==> config.mk <==
export PLATFORM = sky130hd
export DESIGN_NAME = fht_adc_loader
export DESIGN_NICKNAME = d
export VERILOG_FILES = /design/src/rtl/fht_adc_loader.sv
export SDC_FILE = /design/constraint.sdc
export NUM_CORES = 1
export LEC_CHECK = 0
export ABC_AREA = 0
export BUFFER_PORTS_ARGS = -buffer_cell sky130_fd_sc_hd__buf_2
export CAP_MARGIN = 0
export CORE_ASPECT_RATIO = 0.7
export CORE_MARGIN = 4
export CORE_UTILIZATION = 45
export CTS_BUF_LIST = sky130_fd_sc_hd__clkbuf_4
export CTS_CLUSTER_SIZE = 20
export DETAILED_ROUTE_END_ITERATION = 12
export PLACE_DENSITY = 0.77
export SLEW_MARGIN = 20
export SYNTH_ARGS = -nofsm -noshare
export SYNTH_HDL_FRONTEND = slang
export SYNTH_SLANG_ARGS = --single-unit
==> constraint.sdc <==
create_clock -name iCLK -period 1.4 [get_ports iCLK]
set_input_delay 0.07 -clock iCLK [delete_from_list [all_inputs] [get_ports iCLK]]
set_output_delay 0.07 -clock iCLK [all_outputs]
set_load 0.02 [all_outputs]
==> src/rtl/fht_adc_loader.sv <==
// fht_adc_loader: packs a frame of 4*2**A_BIT signed ADC samples into the four
// FHT RAM banks, kicks the transform, and reports completion.
module fht_adc_loader #(
  parameter int ADC_WIDTH = 16,
  parameter int D_BIT     = 22,
  parameter int A_BIT     = 8
) (
  input  logic                 iCLK,
  input  logic                 iRESET,
  input  logic                 iVALID,
  input  logic [ADC_WIDTH-1:0] iADC_DATA,
  input  logic                 iBIT_REV,
  input  logic                 iRDY,
  output logic                 oREADY,
  output logic [D_BIT-1:0]     oDATA,
  output logic [A_BIT-1:0]     oADDR_WR,
  output logic [3:0]           oWE,
  output logic                 oSTART,
  output logic                 oBUSY,
  output logic                 oDONE
);

  localparam int unsigned K_W   = A_BIT + 2;
  localparam int unsigned PAD_W = D_BIT - ADC_WIDTH;
  localparam logic [K_W-1:0] K_LAST = '1;

  typedef enum logic [1:0] {S_IDLE, S_LOAD, S_START, S_WAIT} state_t;

  state_t             state_q, state_d;
  logic [K_W-1:0]     k_q, k_d;
  logic               mode_q, mode_d;
  logic               rdy_q, rdy_d;
  logic               ready_q, ready_d;
  logic [D_BIT-1:0]   data_q, data_d;
  logic [A_BIT-1:0]   addr_q, addr_d;
  logic [3:0]         we_q, we_d;
  logic               start_q, start_d;
  logic               busy_q, busy_d;
  logic               done_q, done_d;

  logic               accept;
  logic               mode_eff;
  logic [A_BIT-1:0]   row;
  logic [A_BIT-1:0]   row_rev;

  // Next-state, write-port and handshake logic.
  always_comb begin
    state_d = state_q;
    k_d     = k_q;
    mode_d  = mode_q;
    rdy_d   = iRDY;
    data_d  = data_q;
    addr_d  = addr_q;
    we_d    = 4'b0000;
    start_d = 1'b0;
    done_d  = 1'b0;

    accept   = iVALID & ready_q;
    // The first sample of a frame uses the live mode input; later ones the latched copy.
    mode_eff = (state_q == S_IDLE) ? iBIT_REV : mode_q;
    row      = k_q[K_W-1:2];
    for (int b = 0; b < A_BIT; b++) begin
      row_rev[b] = row[A_BIT-1-b];
    end

    if (accept) begin
      data_d = {iADC_DATA, PAD_W'(0)};
      we_d   = 4'b0001 << k_q[1:0];
      addr_d = mode_eff ? row_rev : row;
      k_d    = k_q + K_W'(1);
      mode_d = mode_eff;
    end

    case (state_q)
      S_IDLE: begin
        if (accept) state_d = S_LOAD;
      end
      S_LOAD: begin
        if (accept && (k_q == K_LAST)) state_d = S_START;
      end
      S_START: begin
        start_d = 1'b1;
        state_d = S_WAIT;
      end
      S_WAIT: begin
        // Only a fresh rising edge of iRDY ends the frame.
        if (iRDY && !rdy_q) begin
          done_d  = 1'b1;
          k_d     = '0;
          state_d = S_IDLE;
        end
      end
      default: state_d = S_IDLE;
    endcase

    // Ready reopens one cycle after the done pulse.
    ready_d = ((state_d == S_IDLE) || (state_d == S_LOAD)) && !done_d;
    busy_d  = (state_d != S_IDLE);
  end

  // State and registered outputs.
  always_ff @(posedge iCLK or posedge iRESET) begin
    if (iRESET) begin
      state_q <= S_IDLE;
      k_q     <= '0;
      mode_q  <= 1'b0;
      rdy_q   <= 1'b0;
      ready_q <= 1'b0;
      data_q  <= '0;
      addr_q  <= '0;
      we_q    <= 4'b0000;
      start_q <= 1'b0;
      busy_q  <= 1'b0;
      done_q  <= 1'b0;
    end else begin
      state_q <= state_d;
      k_q     <= k_d;
      mode_q  <= mode_d;
      rdy_q   <= rdy_d;
      ready_q <= ready_d;
      data_q  <= data_d;
      addr_q  <= addr_d;
      we_q    <= we_d;
      start_q <= start_d;
      busy_q  <= busy_d;
      done_q  <= done_d;
    end
  end

  assign oREADY   = ready_q;
  assign oDATA    = data_q;
  assign oADDR_WR = addr_q;
  assign oWE      = we_q;
  assign oSTART   = start_q;
  assign oBUSY    = busy_q;
  assign oDONE    = done_q;

endmodule
==> metrics.md <==
| Metric | Value |
|---|---|
| Status | finished with violations |
| Failing checks | setup timing |
| Critical setup path kind | reg2reg |
| I/O Pins | 59 |
| Grt ovf | 0 |
| Clock transition at path regs | 0.13 ns |
| Crit Path Max Fanout | 6 |
| Die area | around 0.0057 sq mm |
| Worst Clk Skew | 0.0156 ns |
| Met2 wire length | 2.24 mm |
| Gate Count Post-Synth | 211 |
| Total CTS buffers | 5 |
| Final core utilization | around 63% |
| Die Wd | 88.3 um |
| Final TNS setup | -0.0501 ns |
| Post-route cell area | 0.00276 sq mm |
| Crit path time final | approximately 1.4 ns |
| RSZ-0062 raised after global routing | yes |
| Ys Warns | 0 |
| Final setup viols | 3 |
| Hold depth | 2 |
| Critical path capture point type | flop |
| Initial DRC Count | approximately 140 |
| Max-slew violation count | 0 |
| Cell internal pwr | 2.29 mW |
| Logic gate share of total power | 34.7% |
| Initial Util | 46.7% |
| Crit share post-route | 102% |
| ANT cells | 0 |
| Critical path buffers and inverters | 0 |
| Total vias in the final route | about 1800 |
| Fin. Hold Viols | 0 |
| Sequential share of power | a little under half |
| CP arrival | 1.71 ns |
| Leading cell types in the layout, fill and taps excluded | 62 x nand2_1, 52 x buf_2, 44 x dfrtp_1 |
| Pin count of the biggest net entering global routing | 34 |
| Unique masters post-synth | 32 |
| #FFs+latches synth | 46 |
| CTS HTree Levels | 2 |
| Leading cell type in the layout, fill and taps excluded | nand2_1 |
| Skew-Pair Late Insertion Delay | 0.36 ns |
| WHS | 0.0867 ns |
| CTS Buffer Depth | 2 |
| Max Cap Viol | 0 |
| GP Congestion | 0.864 |
| Register-to-Register Path Depth | 4 |
| Met3 Wirelength | ~390 um |
| Initial antenna violation count | 0 |
| Share of post-route cells with drive strength above 1 | 32.0% |
| Sequential-to-total area share from yosys stat | 56.6% |
| Startpoint Class | flop |
| Clock network fraction of total power | roughly 18% |
| Global Route Usage Sum | a little under a fifth |
| Max stage delay on crit path | 0.50 ns |
| Crit path required time | 1.68 ns |
| Uppermost layer routed | met4 |
| Number of synthesized flops with an enable pin | 0 |
| # nets final | ~320 |
| Detail Placement HPWL | 3.36 mm |
| Worst vdd ir | around 730 uV |
| Slowest stage cell, crit path | or4_4 |
| Layout area overhead | 35.5% |
| Reg2Reg Setup Slack | -0.03 ns |
| Static Leak | 1.42 nW |
| Avg WL per Cell | 14.1 um |
| PwrDens | ~1300 mW/mm^2 |
| Post-route ant nets | 0 |
| Min-delay worst type | in2reg |
| CTS tree | yes |
| Die H | 64.2 um |
| Stages on the worst setup path | 4 |
| Core Area | between 0.004 and 0.005 sq mm |
| Port Buf Inserts | 52 |
| Switching pwr | 1.22 mW |
| DR pass1 iterations | 4 |
| Synth Area per Inst | 9.64 sq um |
| Sw Ratio | a little over a third |
| Wl on met1 | around 2.4 mm |
| FP Rows | 20 |
| Peak Freq | 0.698 GHz |
| Root buf cell | clkbuf_4 |
| Number of global-route vias before repair | 1822 |
| Total Power | about 3.5 mW |
| Delay-heaviest family, CP | simple AND/OR/NAND/NOR gates |
| DR vias/cell | 5.14 |
| CTS sink count | 46 |
| Crit-path cells | ha_2, nand3_4, or4_4, a21oi_2 |
| Async SR Flop Fraction | 100% |
| Final wirelength | approximately 5.0 mm |
| DRC | 0 |
| Cell Area, Placed | 0.00247 sq mm |
| Final setup margin | -0.0326 ns |
| First-pass GRT wire length | ~8.3 mm |
| Mapped Area | 0.00203 sq mm |
| Ys flop type | dfrtp_1 |
==> cells in the mapped netlist (3+ instances only) <==
| master | instances | area share (%) |
|---|---|---|
| nand3_1 | 9 | 2.2 |
| and3_1 | 3 | 0.92 |
| nor2_1 | 6 | 1.1 |
| nand2_1 | 62 | 11 |
| or4_1 | 4 | 1.5 |
| buf_4 | 6 | 2.2 |
| a21oi_1 | 9 | 2.2 |
| nand4_1 | 10 | 3.1 |
| clkbuf_1 | 3 | 0.55 |
| o211ai_1 | 8 | 3.0 |
| buf_2 | 6 | 1.5 |
| ha_1 | 4 | 2.5 |
| o21ai_0 | 3 | 0.74 |
| inv_1 | 8 | 1.5 |
| o31ai_1 | 4 | 1.5 |
| dfrtp_1 | 46 | 57 |
==> sequential cells by signal, indices dropped and copies added (netlist names), 2 cells and up <==
signal    flops
oADDR_WR      8
oWE           4
state_q       2
k_q          10
oDATA        16
==> power groups by stage <==
| stage | clock, mW | sequential, mW | combinational (mW) |
|---|---|---|---|
| CTS | 0.629 | 1.67 | 1.20 |
| finish | 0.614 | 1.68 | 1.22 |
| global placement | 0 | 1.70 | 1.06 |
| floorplan | 0 | 1.90 | 0.450 |
| global route | 0.688 | 1.71 | 1.34 |
| detailed placement | 0 | 1.71 | 1.09 |
==> layer usage <==
layer,track usage [%],up-vias
li1,-,880
met1,26.8,868
met2,28.5,73
met3,4.51,4
met4,4.53,0
met5,0,-
==> worst paths after layout <==
kind	start	end
max	k_q[0]	k_q[6]
min reg2reg	oDATA[18]	oDATA[18]
max reg2reg	k_q[0]	k_q[6]
min in group asynchronous	iRESET	oDATA[13]
min	iVALID	oWE[0]
max in group asynchronous	iRESET	oADDR_WR[5]
==> worst reg2reg max path, delay by kind of cell, from the launching register on <==
kind / cells / cell delay (ns)
flip-flops: 1 / 0.40
AO/OA/AOI/OAI: 1 / 0.14
adder cells (fa/ha/maj): 1 / 0.20
AND/OR/NAND/NOR: 2 / 0.62
==> kinds of logic (layout without fill, tap and decap cells) <==
logic type	Yosys count	in the layout	share of synthesized area (%)
flip-flops	46	46	56.6
adder cells (fa/ha/maj)	4	4	2.46
other	1	6	0.184
XOR/XNOR	2	2	0.862
AO/OA/AOI/OAI	29	29	9.05
AND/OR/NAND/NOR	104	104	24.4
buffers and inverters	25	109	6.46
==> cell type report <==
cell class | instances | area [sq um]
well taps | 55 | 68.8
multi-input cells | 145 | 803
fillers | 334 | 1600
flip-flops and latches | 46 | 1150
inverters | 8 | 30.0
clock buffers | 6 | 45.0
clock inverters | 2 | 8.76
repair buffers | 93 | 646
==> what timing repair did <==
item,4_1_cts,5_1_grt
hold buffers,18,0
gates resized for setup,4,5
setup endpoints to repair,4,10
pin swaps,2,4
setup buffers,3,0
hold endpoints to repair,63,0
==> through the flow <==
stage               setup WS (ns)  std cells
floorplan                  0.0131        216
global placement           0.0484        326
detailed placement        -0.0405        326
CTS                      0.000586        355
global route              -0.0844        355
finish                    -0.0326        355
No activity file was read; power rests on OpenSTA's default activity.
